[config.mk]
export PLATFORM = sky130hd
export DESIGN_NAME = imem_loader
export DESIGN_NICKNAME = d
export VERILOG_FILES = /design/src/rtl/imem_loader_pkg.sv /design/src/rtl/imem_byte_packer.sv /design/src/rtl/imem_loader.sv
export SDC_FILE = /design/constraint.sdc
export NUM_CORES = 1
export LEC_CHECK = 0
export CORE_UTILIZATION = 30
export DETAILED_ROUTE_END_ITERATION = 7
export GPL_ROUTABILITY_DRIVEN = 0
export PLACE_DENSITY_LB_ADDON = 0.2
export SLEW_MARGIN = 20
export SYNTH_ARGS = -nofsm -noshare
export SYNTH_HDL_FRONTEND = slang
export SYNTH_SLANG_ARGS = --single-unit
[constraint.sdc]
create_clock -name clk -period 2 [get_ports clk]
set_input_delay 0.2 -clock clk [delete_from_list [all_inputs] [get_ports clk]]
set_output_delay 0.2 -clock clk [all_outputs]
set_load 0.005 [all_outputs]
[src/rtl/imem_loader_pkg.sv]
// imem_loader_pkg
// Shared definitions for the instruction-memory boot loader:
//   - state_t        : loader FSM state encoding
//   - BYTES_PER_WORD : boot-stream bytes per 32-bit instruction word
//   - BYTE_IDX_W     : width of the byte-within-word index
//   - DEFAULT_ADDR_W / DEFAULT_DEPTH : default memory geometry
package imem_loader_pkg;

    localparam int BYTES_PER_WORD = 4;
    localparam int BYTE_IDX_W     = $clog2(BYTES_PER_WORD);
    localparam int DEFAULT_ADDR_W = 8;
    localparam int DEFAULT_DEPTH  = 256;

    typedef enum logic [1:0] {
        IDLE    = 2'd0,
        COLLECT = 2'd1,
        WRITE   = 2'd2,
        DONE    = 2'd3
    } state_t;

endpackage

[src/rtl/imem_byte_packer.sv]
// imem_byte_packer
// Assembles little-endian 32-bit words from a byte stream.
// Ports:
//   clk       in   system clock
//   clear     in   synchronous clear of byte index and assembly register
//   push      in   accept byte_data into the current byte lane
//   byte_data in   8-bit payload
//   word      out  assembly register (holds last assembled word between loads)
//   last_byte out  high when the byte being pushed completes a word
module imem_byte_packer
    import imem_loader_pkg::*;
(
    input  logic        clk,
    input  logic        clear,
    input  logic        push,
    input  logic [7:0]  byte_data,
    output logic [31:0] word,
    output logic        last_byte
);

    localparam logic [BYTE_IDX_W-1:0] LAST_IDX = BYTE_IDX_W'(BYTES_PER_WORD - 1);

    logic [BYTE_IDX_W-1:0] byte_idx;

    // NOTE: flops use non-blocking (<=) so every register samples pre-edge values.
    always_ff @(posedge clk) begin
        if (clear) begin
            byte_idx <= '0;
            word     <= '0;
        end else if (push) begin
            // Byte k lands in bits [8k+7:8k]; the index wraps 3->0 naturally.
            word[8*byte_idx +: 8] <= byte_data;
            byte_idx              <= byte_idx + BYTE_IDX_W'(1);
        end
    end

    assign last_byte = push && (byte_idx == LAST_IDX);

endmodule

[src/rtl/imem_loader.sv]
// imem_loader
// Loads instruction memory from a boot byte stream, stalling the core
// while the load is in progress.
// Ports:
//   clk, rst        clock, synchronous active-high reset
//   start           one-cycle load request (honoured only in IDLE)
//   word_count      words to load, clamped to DEPTH; 0 completes immediately
//   byte_valid/byte_data/byte_ready  boot byte stream handshake
//   pc_address      core fetch address, routed to memory when not loading
//   mem_enable/mem_address/mem_data_in  instruction memory write port
//   cpu_hold        core stall while loading
//   done            one-cycle completion pulse
module imem_loader
    import imem_loader_pkg::*;
#(
    parameter int ADDR_W = DEFAULT_ADDR_W,
    parameter int DEPTH  = DEFAULT_DEPTH
) (
    input  logic              clk,
    input  logic              rst,
    input  logic              start,
    input  logic [ADDR_W:0]   word_count,
    input  logic              byte_valid,
    input  logic [7:0]        byte_data,
    output logic              byte_ready,
    input  logic [ADDR_W-1:0] pc_address,
    output logic              mem_enable,
    output logic [ADDR_W-1:0] mem_address,
    output logic [31:0]       mem_data_in,
    output logic              cpu_hold,
    output logic              done
);

    localparam logic [ADDR_W:0] DEPTH_CNT = (ADDR_W+1)'(DEPTH);

    state_t            state;
    state_t            state_next;
    logic [ADDR_W-1:0] word_idx;
    logic [ADDR_W:0]   last_idx;     // clamped count minus one
    logic [ADDR_W:0]   eff_count;
    logic              push;
    logic              last_byte;
    logic              at_last_word;

    assign eff_count    = (word_count > DEPTH_CNT) ? DEPTH_CNT : word_count;
    assign push         = byte_valid && byte_ready;
    assign at_last_word = ({1'b0, word_idx} == last_idx);

    // Reset clears the assembly register so mem_data_in reads 0 afterwards
    // and a half-built word cannot survive into a later load.
    imem_byte_packer u_packer (
        .clk       (clk),
        .clear     (rst),
        .push      (push),
        .byte_data (byte_data),
        .word      (mem_data_in),
        .last_byte (last_byte)
    );

    // NOTE: state_next gets a default before the case so no path infers a latch.
    always_comb begin
        state_next = state;
        case (state)
            IDLE:    if (start) state_next = (word_count != '0) ? COLLECT : DONE;
            COLLECT: if (last_byte) state_next = WRITE;
            WRITE:   state_next = at_last_word ? DONE : COLLECT;
            DONE:    state_next = IDLE;
            default: state_next = IDLE;
        endcase
    end

    always_ff @(posedge clk) begin
        if (rst) begin
            state    <= IDLE;
            word_idx <= '0;
            last_idx <= '0;
        end else begin
            state <= state_next;
            if (state == IDLE && start && word_count != '0) begin
                word_idx <= '0;
                last_idx <= eff_count - (ADDR_W+1)'(1);
            end else if (state == WRITE && !at_last_word) begin
                word_idx <= word_idx + ADDR_W'(1);
            end
        end
    end

    assign byte_ready  = (state == COLLECT);
    assign mem_enable  = (state == WRITE);
    assign cpu_hold    = (state == COLLECT) || (state == WRITE);
    assign done        = (state == DONE);
    // Loader owns the shared address port only while holding the core.
    assign mem_address = cpu_hold ? word_idx : pc_address;

endmodule

# After elaboration in Yosys (flattened, before gate mapping)
# Index checks and enable logic that the tools add are counted.
# totals
ff_bits,53
latchBits,0
ramBits,0
mem_bits_ro,0
input_bits,29
output_inout_bits,44
word_cells,38
n_memories,0
# classes
n_addsub,4
n_mul,0
n_div,0
magnitude_cmp,1
eq_ne,7
shifts,2
n_mux,8
bitwise_logic,0
n_reduce_logical,11
# ops
op,n
$neg A5 Y34,1
$shift A8 B34 Y32 const A,1
$shiftx A8 B34 Y32,1
$bwmux W32,1
$eq A8 B9 Y1,1
$gt A9 B9 Y1 const B,1
$mux W9,1
$reduce_bool A9 Y1,1
$sub A9 B1 Y9 const B,1
$add A8 B1 Y8 const B,1
$mux W2,4
$mux W8,1
$pmux W2 S4,1
$eq A2 B2 Y1 const B,3
$logic_and A1 B1 Y1,5
$add A2 B1 Y2 const B,1
$eq A2 B1 Y1 const B,1
$logic_not A2 Y1,1
$ne A2 B1 Y1 const B,1
$ne A2 B2 Y1 const B,1
$reduce_and A2 Y1,1
$reduce_or A2 Y1,1
$logic_not A1 Y1,1
$logic_or A1 B1 Y1,1

# Depth between registers and ports, before layout
# Gate-level depths: netlist of run 1.
# depth
ltp_word,5
depth_mapped,8

# By module
# From an unflattened synthesis of run 1, not the netlist that was laid out.
# unflattened
cells_unflattened,307
hier_area_um2,2726.4
# by_module_without_submodules
module,instances,cells_each,area_each_um2,seq_area_each_um2
imem_byte_packer,1,157,1457.6,680.7
imem_loader,1,150,1268.7,380.4

# Worst setup path after synthesis of run 1
# OpenSTA, ideal clock, no wires.
# synth_timing
path_type,reg2reg
startpoint,register state[1]
endpoint,register u_packer.word[0]
setup_ns,0.066
t_arrival_ns,1.660
required_time_ns,1.934
slack_ns,0.274
path_stages_with_launch,8
path_buffers,1
synth_period_minus_slack_ns,1.726
cell_sequence,dfxtp_1 inv_1 ha_1 buf_2 nand3_2 nor4b_2 a22oi_1 nor2_1
# synth_between
elab_chain_len,2
# synth_lines
element,line,source
from (decl),imem_loader.sv:36,state_t state;
from (signal assigned),imem_loader.sv:78,state <= state_next;
$eq A2 B1 Y1,imem_loader.sv:88,assign byte_ready = (state == COLLECT);
named net byte_ready,imem_loader.sv:25,"output logic byte_ready,"
$logic_and A1 B1 Y1,imem_loader.sv:46,assign push = byte_valid && byte_ready;
"to (signal, indexed assignment)",imem_byte_packer.sv:32,word[8*byte_idx +: 8] <= byte_data;
to (decl),imem_byte_packer.sv:17,"output logic [31:0] word,"
# The timed path passes the listed nets, and every way through them passes these cells.
# A chain may end at the register's enable or synchronous reset.

# Worst setup path after layout of run 1
# layout_timing
startpoint,register state[0]
endpoint,output mem_address[0]
# layout_between
elab_chain_len,3
# layout_lines
element,line,source
$eq A2 B1 Y1 or $eq A2 B2 Y1 (tied branches),imem_loader.sv:90,assign cpu_hold = (state == COLLECT) || (state == WRITE);
$logic_or A1 B1 Y1 *,imem_loader.sv:90,
$mux W8 *,imem_loader.sv:93,assign mem_address = cpu_hold ? word_idx : pc_address;
to (decl),imem_loader.sv:28,"output logic [ADDR_W-1:0] mem_address,"
# Mark *: on every way between the ends. The rest lies on a longest branch, timed or not.

==> summary.log, run 1 <==
qor: cells_and_area.layout-drive-gt1-share 15.8%
qor: detailed_routing.post_drt_wl_per_cell 13.7 um
qor: cells_and_area.n_antenna_cell 0
qor: timing.final.min_clock_period 1.87 ns
qor: pwr.vdd_ir_drop_max 0.340 mV
qor: clock_network.clock_sinks 53
qor: global_route.grt.total_usage 15.5%
qor: cells_and_area.multiInputGateArea 0.00142 mm2
qor: pwr.power.density 841 mW/mm2
qor: clock_network.clk_pin_slew 0.10 ns
qor: detailed_routing.postRouteAntennaNets 0
qor: timing.worst-slew-pin-transition 0.402 ns
qor: critical_path.worst_setup_path_start_kind register
qor: cells_and_area.final_core_util 44.4%
qor: synthesis.postSynthNetCount 316
qor: critical_path.reg2reg_from word_idx[3]
qor: global_route.grt_pass1_vias 2248
qor: critical_path.reg2reg_slack 0.27 ns
qor: timing.maxClockFrequency 534 MHz
qor: detailed_routing.postRouteWirelength 6470 um
qor: timing.finalClockSkew 0.0107 ns
qor: cells_and_area.design_area 0.00363 mm2
qor: place.place_area 0.00351 mm2
qor: critical_path.cp_cell_sequence inv_2, ha_4, buf_12, mux2_2, dlygate4sd2_1
qor: critical_path.worst_r2r_path_depth 5
qor: critical_path.required 1.80 ns
qor: timing.maxSlewHeadroom 73.1%
qor: clock_network.clock-root-buffer clkbuf_8
qor: synthesis.synth_cell_type_count 42
qor: detailed_routing.drtPass1Iterations 4
qor: pwr.post-layout-total-power 0.00305 W
qor: outcome.run_status finished clean
qor: global_route.wire_length_of_the_first_global_routing_pass 10800 um
qor: synthesis.post_synth_instance_area 0.00253 mm2
qor: detailed_routing.detailedRoute.firstIterationViolations 92
qor: synthesis.seq_area_frac_synth 41.9%
qor: clock_network.cts_max_level 2
qor: cells_and_area.ff_latch_area 0.00106 mm2
qor: worst_hold_path.min_delay_path_class register to register
qor: floorplan.start_util 30.9%
qor: floorplan.floorplan.die.width 93.8 um
qor: global_route.grt_start_max_net_pins 42
qor: run.max_cap_viol_count 0
qor: synthesis.yosys_register_bits 53
qor: floorplan.core 0.00818 mm2
qor: timing.hold_violations 0
qor: critical_path.critical_path.n_buffers_inverters 3
qor: clock_network.tritoncts_buffer_count 5
qor: critical_path.worstSetupEndpointType output pin
qor: cells_and_area.final_cell_mix clkdlybuf4s50_1, nor2_1, dfxtp_1
qor: detailed_routing.drc 0
qor: synthesis.proportion_of_synthesized_flip_flops_having_asynchronous_set_or_reset 0%
qor: cells_and_area.finish.net_count 406
qor: timing.layout_setup_ws 0.128 ns
qor: clock_network.worstSkewPairLatency 0.30 ns
qor: timing.final.period_utilization 93.6%
qor: critical_path.critical-path-top-delay-family buffers and inverters
qor: detailed_routing.vias 2299
qor: floorplan.num_io_pins 73
qor: worst_hold_path.hold_end u_packer.byte_idx[1]
qor: critical_path.critical_path.reg2reg.endpoint word_idx[1]
qor: critical_path.crit_fanout 9
qor: floorplan.die_h 93.8 um
qor: synthesis.syn-mean-instance-area 9.20 um2
qor: synthesis.netlist_instances 275
qor: timing.slew_violations 0
qor: critical_path.cp_slowest_stage_delay 0.35 ns
qor: floorplan.placementRows 33
qor: clock_network.clock_tree_from_tritoncts built
qor: timing.final.setup.tns 0 ns
qor: pwr.leakage_power 1.37 nW
qor: timing.rsz0062_at_grt false
qor: floorplan.dieArea 0.00880 mm2
qor: cells_and_area.num-fill-cells 814
qor: global_route.grt_antenna_before_repair 0
qor: synthesis.yosys_warnings 0
qor: timing.finalSetupViolCount 0
qor: synthesis.synth_enable_flop_cells 0
qor: worst_hold_path.timing.hold.worst_path_depth 2
qor: worst_hold_path.worstHoldStart u_packer.byte_idx[1]
qor: critical_path.timing.critical_path.slowest_stage_cell dfxtp_2
qor: critical_path.arrival 1.67 ns
qor: place.preCtsSetupSlack 0.0448 ns
qor: synthesis.yosys_most_used_dff dfxtp_1
qor: place.post-dp-hpwl 4790 um
qor: place.placement.io_buffers 72
qor: cells_and_area.layout.cells.most_common clkdlybuf4s50_1
qor: global_route.grt.overflow.total 0
qor: critical_path.critPathKind register to output pin
qor: detailed_routing.number_of_vias_per_cell_after_detailed_routing 4.88
qor: clock_network.cts_max_path_buffers 2
qor: cells_and_area.layout-area-overhead-vs-synth 43.4%
[final cells by class]
type,count,share of cell area [%]
Timing Repair Buffer,95,25.0
Clock inverter,3,0.690
Sequential cell,53,29.3
Tap cell,105,3.62
Inverter,4,0.414
Multi-Input combinational cell,206,39.0
Clock buffer,5,1.90
[flip-flops by register name, summed over array words and instances, names as in the netlist]
signal	flops
last_idx	9
state	2
u_packer.byte_idx	2
u_packer.word	32
word_idx	8
[power by group]
group	internal (W)	switching, W	total, W	leakage (nW)
registers	0.00116	0.0000815	0.00124	0.430
logic	0.000638	0.000543	0.00118	0.890
clock network	0.000254	0.000375	0.000629	0.0447
[how the worst max path moves through the flow]
stage,to,cells after the start,start
finish,mem_address[0],5,state[0]
global route,mem_address[4],5,state[0]
CTS,byte_ready,3,state[0]
detailed placement,last_idx[7],6,word_count[3]
global placement,last_idx[7],6,word_count[3]
floorplan,u_packer.word[0],7,state[1]
[worst min-delay path: stages (launching register included)]
cell,delay (ns)
dfxtp_1,0.35
nand2_1,0.07
a21oi_1,0.05
[cell usage after synthesis, types with 4 or more instances]
cell	number	area (um2)
a211oi_1	5	37.5
a21oi_1	7	35.0
a22oi_1	32	240
buf_2	4	20.0
clkbuf_1	6	22.5
dfxtp_1	53	1060
ha_1	12	150
mux2_2	8	90.1
nand2_1	15	56.3
nand2b_1	4	25.0
nand3_1	5	25.0
nor2_1	52	195
nor3_1	5	25.0
o21ai_0	6	30.0
or3_1	6	37.5
xnor2_1	4	35.0
xor2_1	10	87.6
[cells by family after synthesis]
kind of cell             synth area share (%)
AO/OA/AOI/OAI                            16.7
multiplexers                             4.75
AND/OR/NAND/NOR                          23.1
buffers and inverters                    2.72
flip-flops                               41.9
XOR/XNOR                                 4.85
adder cells (fa/ha/maj)                  5.93
[through the flow]
step | instances | hold slack (ns)
floorplan | 275 | 0.348
global placement | 461 | 0.488
detailed placement | 461 | 0.499
CTS | 471 | 0.514
global route | 471 | 0.538
finish | 471 | 0.511
[per-layer routing]
metal  up-vias  GRT usage, %  wire length [um]
met2        56          24.4              2820
li1       1171             -                 -
met1      1070          20.3              3160
met5         -             0                 0
met3         2          5.18               462
met4         0          3.72                30
[timing repair]
item	in CTS	in global routing
endpoints found under the setup margin	8	2
buffers inserted	2	0
hold endpoints to repair	0	0
hold buffers	0	0
resized for setup	13	2
Power figures use the tool's default switching activity.
==> run 2, diff against run 1 <==
--- a/config.mk
+++ b/config.mk
@@ -13,3 +13,4 @@
 export SYNTH_ARGS = -nofsm -noshare
 export SYNTH_HDL_FRONTEND = slang
 export SYNTH_SLANG_ARGS = --single-unit
+export TNS_END_PERCENT = 5
==> results of run 2 <==
Same layout as run 1: the final DEF is identical, and so are final timing and power.
==> run 3, diff against run 2 <==
--- a/config.mk
+++ b/config.mk
@@ -5,7 +5,7 @@
 export SDC_FILE = /design/constraint.sdc
 export NUM_CORES = 1
 export LEC_CHECK = 0
-export CORE_UTILIZATION = 30
+export CORE_UTILIZATION = 47
 export DETAILED_ROUTE_END_ITERATION = 7
 export GPL_ROUTABILITY_DRIVEN = 0
 export PLACE_DENSITY_LB_ADDON = 0.2
==> run 3 against run 2 <==
Against the previous run:
- the run now ends with setup timing left
- clock power rose by 15%
- global-route usage rose by 6.1 points
- power rose by 4.4%
- utilization rose by 25 points
- clock skew barely moved
- register-to-register slack got worse by 0.28 ns
- via count fell by 0.26%
- critical path depth did not move
- first-iteration DRC count rose by 29%
- final cell count fell by 7.9%
- fmax fell by 7.0%
- sequential share of layout area rose by 0.46 points
==> summary.log, run 3 (synthesized netlist as in run 1, its figures left out) <==
qor: detailed_routing.detailedRoute.firstIterationViolations 119 [+29%]
qor: place.placement.io_buffers 72 [unchanged]
qor: pwr.vdd_ir_drop_max 0.482 mV [+42%]
qor: cells_and_area.finish.net_count 404 [-0.49%]
qor: timing.hold_ws 0.516 ns [+0.00455 ns]
qor: floorplan.start_util 49.2% [+18 points]
qor: floorplan.num_io_pins 73 [unchanged]
qor: critical_path.critPathKind register to register
qor: pwr.cell_internal_pwr 0.00219 W [+7.0%]
qor: timing.finalSetupViolCount 3 [+3]
qor: critical_path.required 2.25 ns [+0.45 ns]
qor: outcome.run_status finished with violations
qor: global_route.grt_start_max_net_pins 24 [-43%]
qor: critical_path.worstSetupEndpointType register
qor: timing.maxSlewHeadroom 45.5% [-28 points]
qor: clock_network.cts_max_path_buffers 2 [unchanged]
qor: detailed_routing.drtPass1Iterations 4 [unchanged]
qor: pwr.sw_frac_of_total 31.1% [-1.7 points]
qor: detailed_routing.postRouteAntennaNets 0 [unchanged]
qor: pwr.power.switching 0.000990 W [-0.89%]
qor: global_route.grt.total_usage 21.6% [+6.1 points]
qor: cells_and_area.final_cell_mix clkdlybuf4s50_1, nor2_1, dfxtp_1
qor: timing.final.period_utilization 101% [+7.0 points]
qor: worst_hold_path.timing.hold.worst_path_depth 2 [unchanged]
qor: pwr.power.density 892 mW/mm2 [+6.0%]
qor: timing.maxClockFrequency 497 MHz [-7.0%]
qor: clock_network.clock_tree_from_tritoncts built
qor: cells_and_area.layout-area-overhead-vs-synth 41.2%
qor: run.max_cap_viol_count 0 [unchanged]
qor: floorplan.die_h 75.4 um [-20%]
qor: global_route.grt_pass1_vias 2039 [-9.3%]
qor: global_route.grt_antenna_before_repair 0 [unchanged]
qor: clock_network.cts_max_level 2 [unchanged]
qor: detailed_routing.post_drt_wl_per_cell 14.0 um [+1.9%]
qor: timing.hold_violations 0 [unchanged]
qor: timing.slew_violations 0 [unchanged]
qor: clock_network.tritoncts_buffer_count 5 [unchanged]
qor: timing.final.min_clock_period 2.01 ns [+0.141 ns]
qor: cells_and_area.final-instance-count-excl-fill 434 [-7.9%]
qor: pwr.power_frac_seq 39.0% [-1.7 points]
qor: cells_and_area.top_register u_packer.word
qor: pwr.leakage_power 1.36 nW [-0.28%]
qor: timing.rsz0062_at_grt true
qor: clock_network.clock-root-buffer clkbuf_8
qor: place.placedCellCount 423 [-8.2%]
qor: critical_path.worst_r2r_path_depth 5 [unchanged]
qor: worst_hold_path.min_delay_path_class register to register
qor: cells_and_area.design_area 0.00357 mm2 [-1.6%]
qor: cells_and_area.num-fill-cells 440 [-46%]
qor: detailed_routing.drc 0 [unchanged]
qor: floorplan.dieArea 0.00568 mm2 [-35%]
qor: critical_path.crit_fanout 8 [-1]
qor: outcome.violations setup timing
qor: floorplan.floorplan.die.width 75.4 um [-20%]
qor: critical_path.arrival 2.26 ns [+0.59 ns]
qor: cells_and_area.layout-drive-gt1-share 14.8% [-1.0 points]
qor: clock_network.cts_hold_repair.buffers 0 [unchanged]
qor: floorplan.placementRows 26 [-21%]
qor: place.place_area 0.00342 mm2 [-2.6%]
qor: pwr.clock_power_share 22.6% [+2.0 points]
qor: cells_and_area.layout.cells.most_common clkdlybuf4s50_1
qor: clock_network.worstSkewPairLatency 0.30 ns [about the same]
qor: timing.finalClockSkew 0.0104 ns [-0.000273 ns]
qor: detailed_routing.number_of_vias_per_cell_after_detailed_routing 5.28 [+8.2%]
qor: cells_and_area.largest_register_ff_count 32 [unchanged]
qor: clock_network.clock_sinks 53 [unchanged]
qor: cells_and_area.multiInputGateArea 0.00141 mm2 [-0.18%]
qor: timing.layout_setup_ws -0.0126 ns [-0.141 ns]
qor: cells_and_area.top_regs u_packer.word x32, last_idx x9, word_idx x8
qor: floorplan.core 0.00514 mm2 [-37%]
qor: clock_network.clk_pin_slew 0.10 ns [about the same]
qor: place.post-dp-hpwl 4510 um [-5.9%]
qor: pwr.combinationalPowerShare 38.4% [-0.3 points]
qor: global_route.grt.overflow.total 0 [unchanged]
qor: pwr.post-layout-total-power 0.00319 W [+4.4%]
qor: global_route.wire_length_of_the_first_global_routing_pass 9410 um [-13%]
qor: detailed_routing.vias 2293 [-0.26%]
qor: critical_path.worst_setup_path_start_kind register
qor: cells_and_area.ff_latch_area 0.00106 mm2 [unchanged]
qor: cells_and_area.n_antenna_cell 0 [unchanged]
qor: detailed_routing.postRouteWirelength 6080 um [-6.1%]
qor: timing.worst-slew-pin-transition 0.816 ns [+0.414 ns]
==> run 3: what timing repair did <==
item,4_1_cts,5_1_grt
pin swaps,1,0
setup endpoints to repair,10,18
setup buffers,3,0
gates resized for setup,15,1
==> run 3: stage by stage <==
| step | worst slack (ns) | util, % | setup TNS, ns |
|---|---|---|---|
| finish | -0.0126 | 69.5 | -0.0311 |
| floorplan | 0.274 | - | 0 |
| CTS | -0.0109 | 69.5 | -0.0109 |
| global placement | 0.0456 | 66.5 | 0 |
| global route | -0.170 | 69.5 | -1.85 |
| detailed placement | -0.00405 | 66.5 | -0.00565 |
==> run 3: cell type report <==
class	instances	area share (%)
clock buffers	6	2.03
clock inverters	2	1.09
inverters	4	0.420
multi-input cells	206	39.6
flip-flops and latches	53	29.8
well taps	70	2.45
repair buffers	93	24.7
==> run 3: critical path: stages (launching register included) <==
cell and delay [ns]:
dfxtp_1 0.45, inv_2 0.12, ha_1 0.39, nor4b_2 0.66
a22oi_1 0.20, nor2_1 0.13
==> run 3: final timing paths <==
check / startpoint / to / slack, ns
max reg2reg: u_packer.byte_idx[0] / u_packer.word[21] / -0.01
max: u_packer.byte_idx[0] / u_packer.word[21] / -0.01
min reg2reg: last_idx[8] / last_idx[8] / 0.52
min: last_idx[8] / last_idx[8] / 0.52
==> run 3: routing by layer <==
| layer | GRT usage [%] | part of all wire (%) |
|---|---|---|
| met5 | 0 | 0 |
| met4 | 3.91 | 0.30 |
| met3 | 4.23 | 4.4 |
| met2 | 34.9 | 47 |
| met1 | 30.3 | 48 |
==> run 3: power by group through the flow <==
stage | sequential, W | combinational, W | clock (W)
2_1_floorplan | 0.00125 | 0.000663 | 0
3_3_place_gp | 0.00126 | 0.00111 | 0
3_5_place_dp | 0.00126 | 0.00113 | 0
4_1_cts | 0.00124 | 0.00121 | 0.000735
5_1_grt | 0.00126 | 0.00134 | 0.000770
6_report | 0.00124 | 0.00122 | 0.000721
==> RTL edit, RTL diff (config.mk and constraints of run 1) <==
Reset style: asynchronous (`rst`), changed in one clocked block. Comments in the files are not updated.
--- a/src/rtl/imem_loader.sv
+++ b/src/rtl/imem_loader.sv
@@ -69,7 +69,7 @@
         endcase
     end
 
-    always_ff @(posedge clk) begin
+    always_ff @(posedge clk or posedge rst) begin
         if (rst) begin
             state    <= IDLE;
             word_idx <= '0;
Function: differs if rst is asserted again (counterexample within 4 cycles, from zero or initial values and one cycle with rst high); with rst held inactive, the same outputs for 10 cycles.
==> RTL edit against run 1 <==
Global-route usage is 0.21 points higher. Sequential cell count stayed put. Utilization is 0.39 points higher. Die area is 2.7% higher. Wire length is 2.5% higher. First-iteration DRC count is 3.3% higher. Clock skew is 0.0017 ns lower. Area after synthesis is 2.7% higher. Power is 21% higher. Worst setup slack worse by 0.051 ns. Cell area is 2.4% higher. Critical endpoint is now mem_address[7]. Largest cell class unchanged. Highest routed layer unchanged.
==> RTL edit: results (changes against run 1) <==
GRT
  • Aggregate global-route resource usage: 0.157 (+0.00208)
  • First-pass GRT wire length: 11000 um (+2.0%)
  • Vias in the first global route: 2218 (-1.3%)
  • Largest net degree at the start of global routing: 36 (-14%)

Cells and area
  • Final instance area: 3720 sq um (+2.4%)
  • Antenna diodes: 0 (unchanged)
  • Fraction of area in multi-input gates: 0.367 (-0.0237)
  • Non-Clock Buffer Area Fraction: 0.254 (+0.00319)
  • Area grow syn2layout: 43.0%
  • Non-clk bufs: 99 (+4.2%)
  • Post-layout nets: 409 (+0.74%)
  • Clock-cell share: 0.0263 (+0.000401)
  • CLK BUF: 5 (unchanged)
  • Top Registers: u_packer.word x32, last_idx x9, word_idx x8
  • Multi-Input Combinational: 202 (-1.9%)
  • Share of cells above drive strength 1: 0.160 (+0.00142)
  • Seq/total area: 0.311 (+0.0180)
  • Final non-filler cell total: 474 (+0.64%)
  • Non-clock inverter count: 7 (+3)
  • Fillers: 815 (+0.12%)

Yosys
  • Avg Cell Area, Syn: 9.45 sq um (+2.7%)
  • Multiplexer share of the synthesized area: 0.0501 (+0.00259)
  • Register area share after synthesis: 0.445 (+0.0255)
  • Post-synth ARST share: 0.358 (+0.358)
  • Area share of fa/ha/maj cells after synthesis: 0.0578 (-0.00157)
  • Synth top cells by count: nor2_1, dfxtp_1, a22oi_1
  • Dominant cells by area after synthesis: dfxtp_1, dfrtp_1, a22oi_1
  • Post-Synth XOR/XNOR Area: 0.0438 (-0.00465)
  • Compound-Gate Fraction of Synth Area: 0.164 (-0.00346)
  • Synth unique cells: 40 (-4.8%)

Worst setup path
  • Reg-to-reg startpoint: word_idx[6]
  • Worst R2R Setup Slack: 0.17 ns (-0.10 ns)
  • Worst setup path start: state[0]
  • Slowest Stage Delay on Critical Path: 0.37 ns (+0.02 ns)
  • Crit path DAT: 1.72 ns (+0.05 ns)
  • Crit-path max FO: 4 (-5)
  • FF-to-FF End: word_idx[1]
  • Crit path to: mem_address[7]
  • Slowest CP cell: dfrtp_1

Placement
  • Placed cell area: 3570 sq um (+1.7%)
  • Placed insts: 463 (+0.43%)
  • HPWL Detailed: 5040 um (+5.1%)
  • Pre-CTS WS: -0.00454 ns (-0.0494 ns)

STA
  • Fmax: 520 MHz (-2.6%)
  • Normalized max-slew margin: 0.676 (-0.0548)
  • Fin Clk Skew: 0.00896 ns (-0.00174 ns)
  • Hold_ws: 0.494 ns (-0.0168 ns)

Hold path
  • Worst hold path type: in2async

Detailed routing
  • WL/cell: 14.0 um (+1.9%)
  • Total number of vias: 2348 (+2.1%)
  • Initial DRC Count: 95 (+3.3%)

Status
  • Status: completed

Pwr
  • Sw Share: 0.346 (+0.0186)
  • Comb group: 1.67 mW (+42%)
  • Flop pwr share: 0.370 (-0.037)
  • P_leak: 1.48 nW (+8.3%)
  • Peak VDD IR: 342 uV (+0.57%)

Clock tree
  • Clock Path Buffers: 2 (unchanged)
  • Root Buffer: clkbuf_8
RTL edit: cell count changes after synthesis, moves of 3 or more:
cell	change
nor2_1	-10
o21ai_0	+6
dfrtp_1	+19
or3_1	-3
nor3_1	-3
a211oi_1	-5
dfxtp_1	-19
nor4_2	+3
nand2_1	+7
inv_1	+4
RTL edit: per-layer routing:
metal  track usage  part of all wire  vias up
met5             0                 0        -
met4        0.0518             0.011        0
met3        0.0303             0.043        5
met2         0.239              0.45       48
met1         0.222              0.49     1122
li1              -                 -     1173
RTL edit: what timing repair did:
item	in CTS	in global routing
setup buffers	3	0
pin swaps	1	0
hold endpoints to repair	0	0
resized for setup	14	3
setup endpoints to repair	9	5
RTL edit: stage by stage:
| step | power, mW | setup TNS (ns) |
|---|---|---|
| final | 3.69 | 0 |
| after global routing | 3.98 | 0 |
| after CTS | 3.72 | 0 |
| after detailed placement | 2.94 | -0.00589 |
| after global placement | 2.91 | 0 |
| after floorplan | 2.27 | 0 |
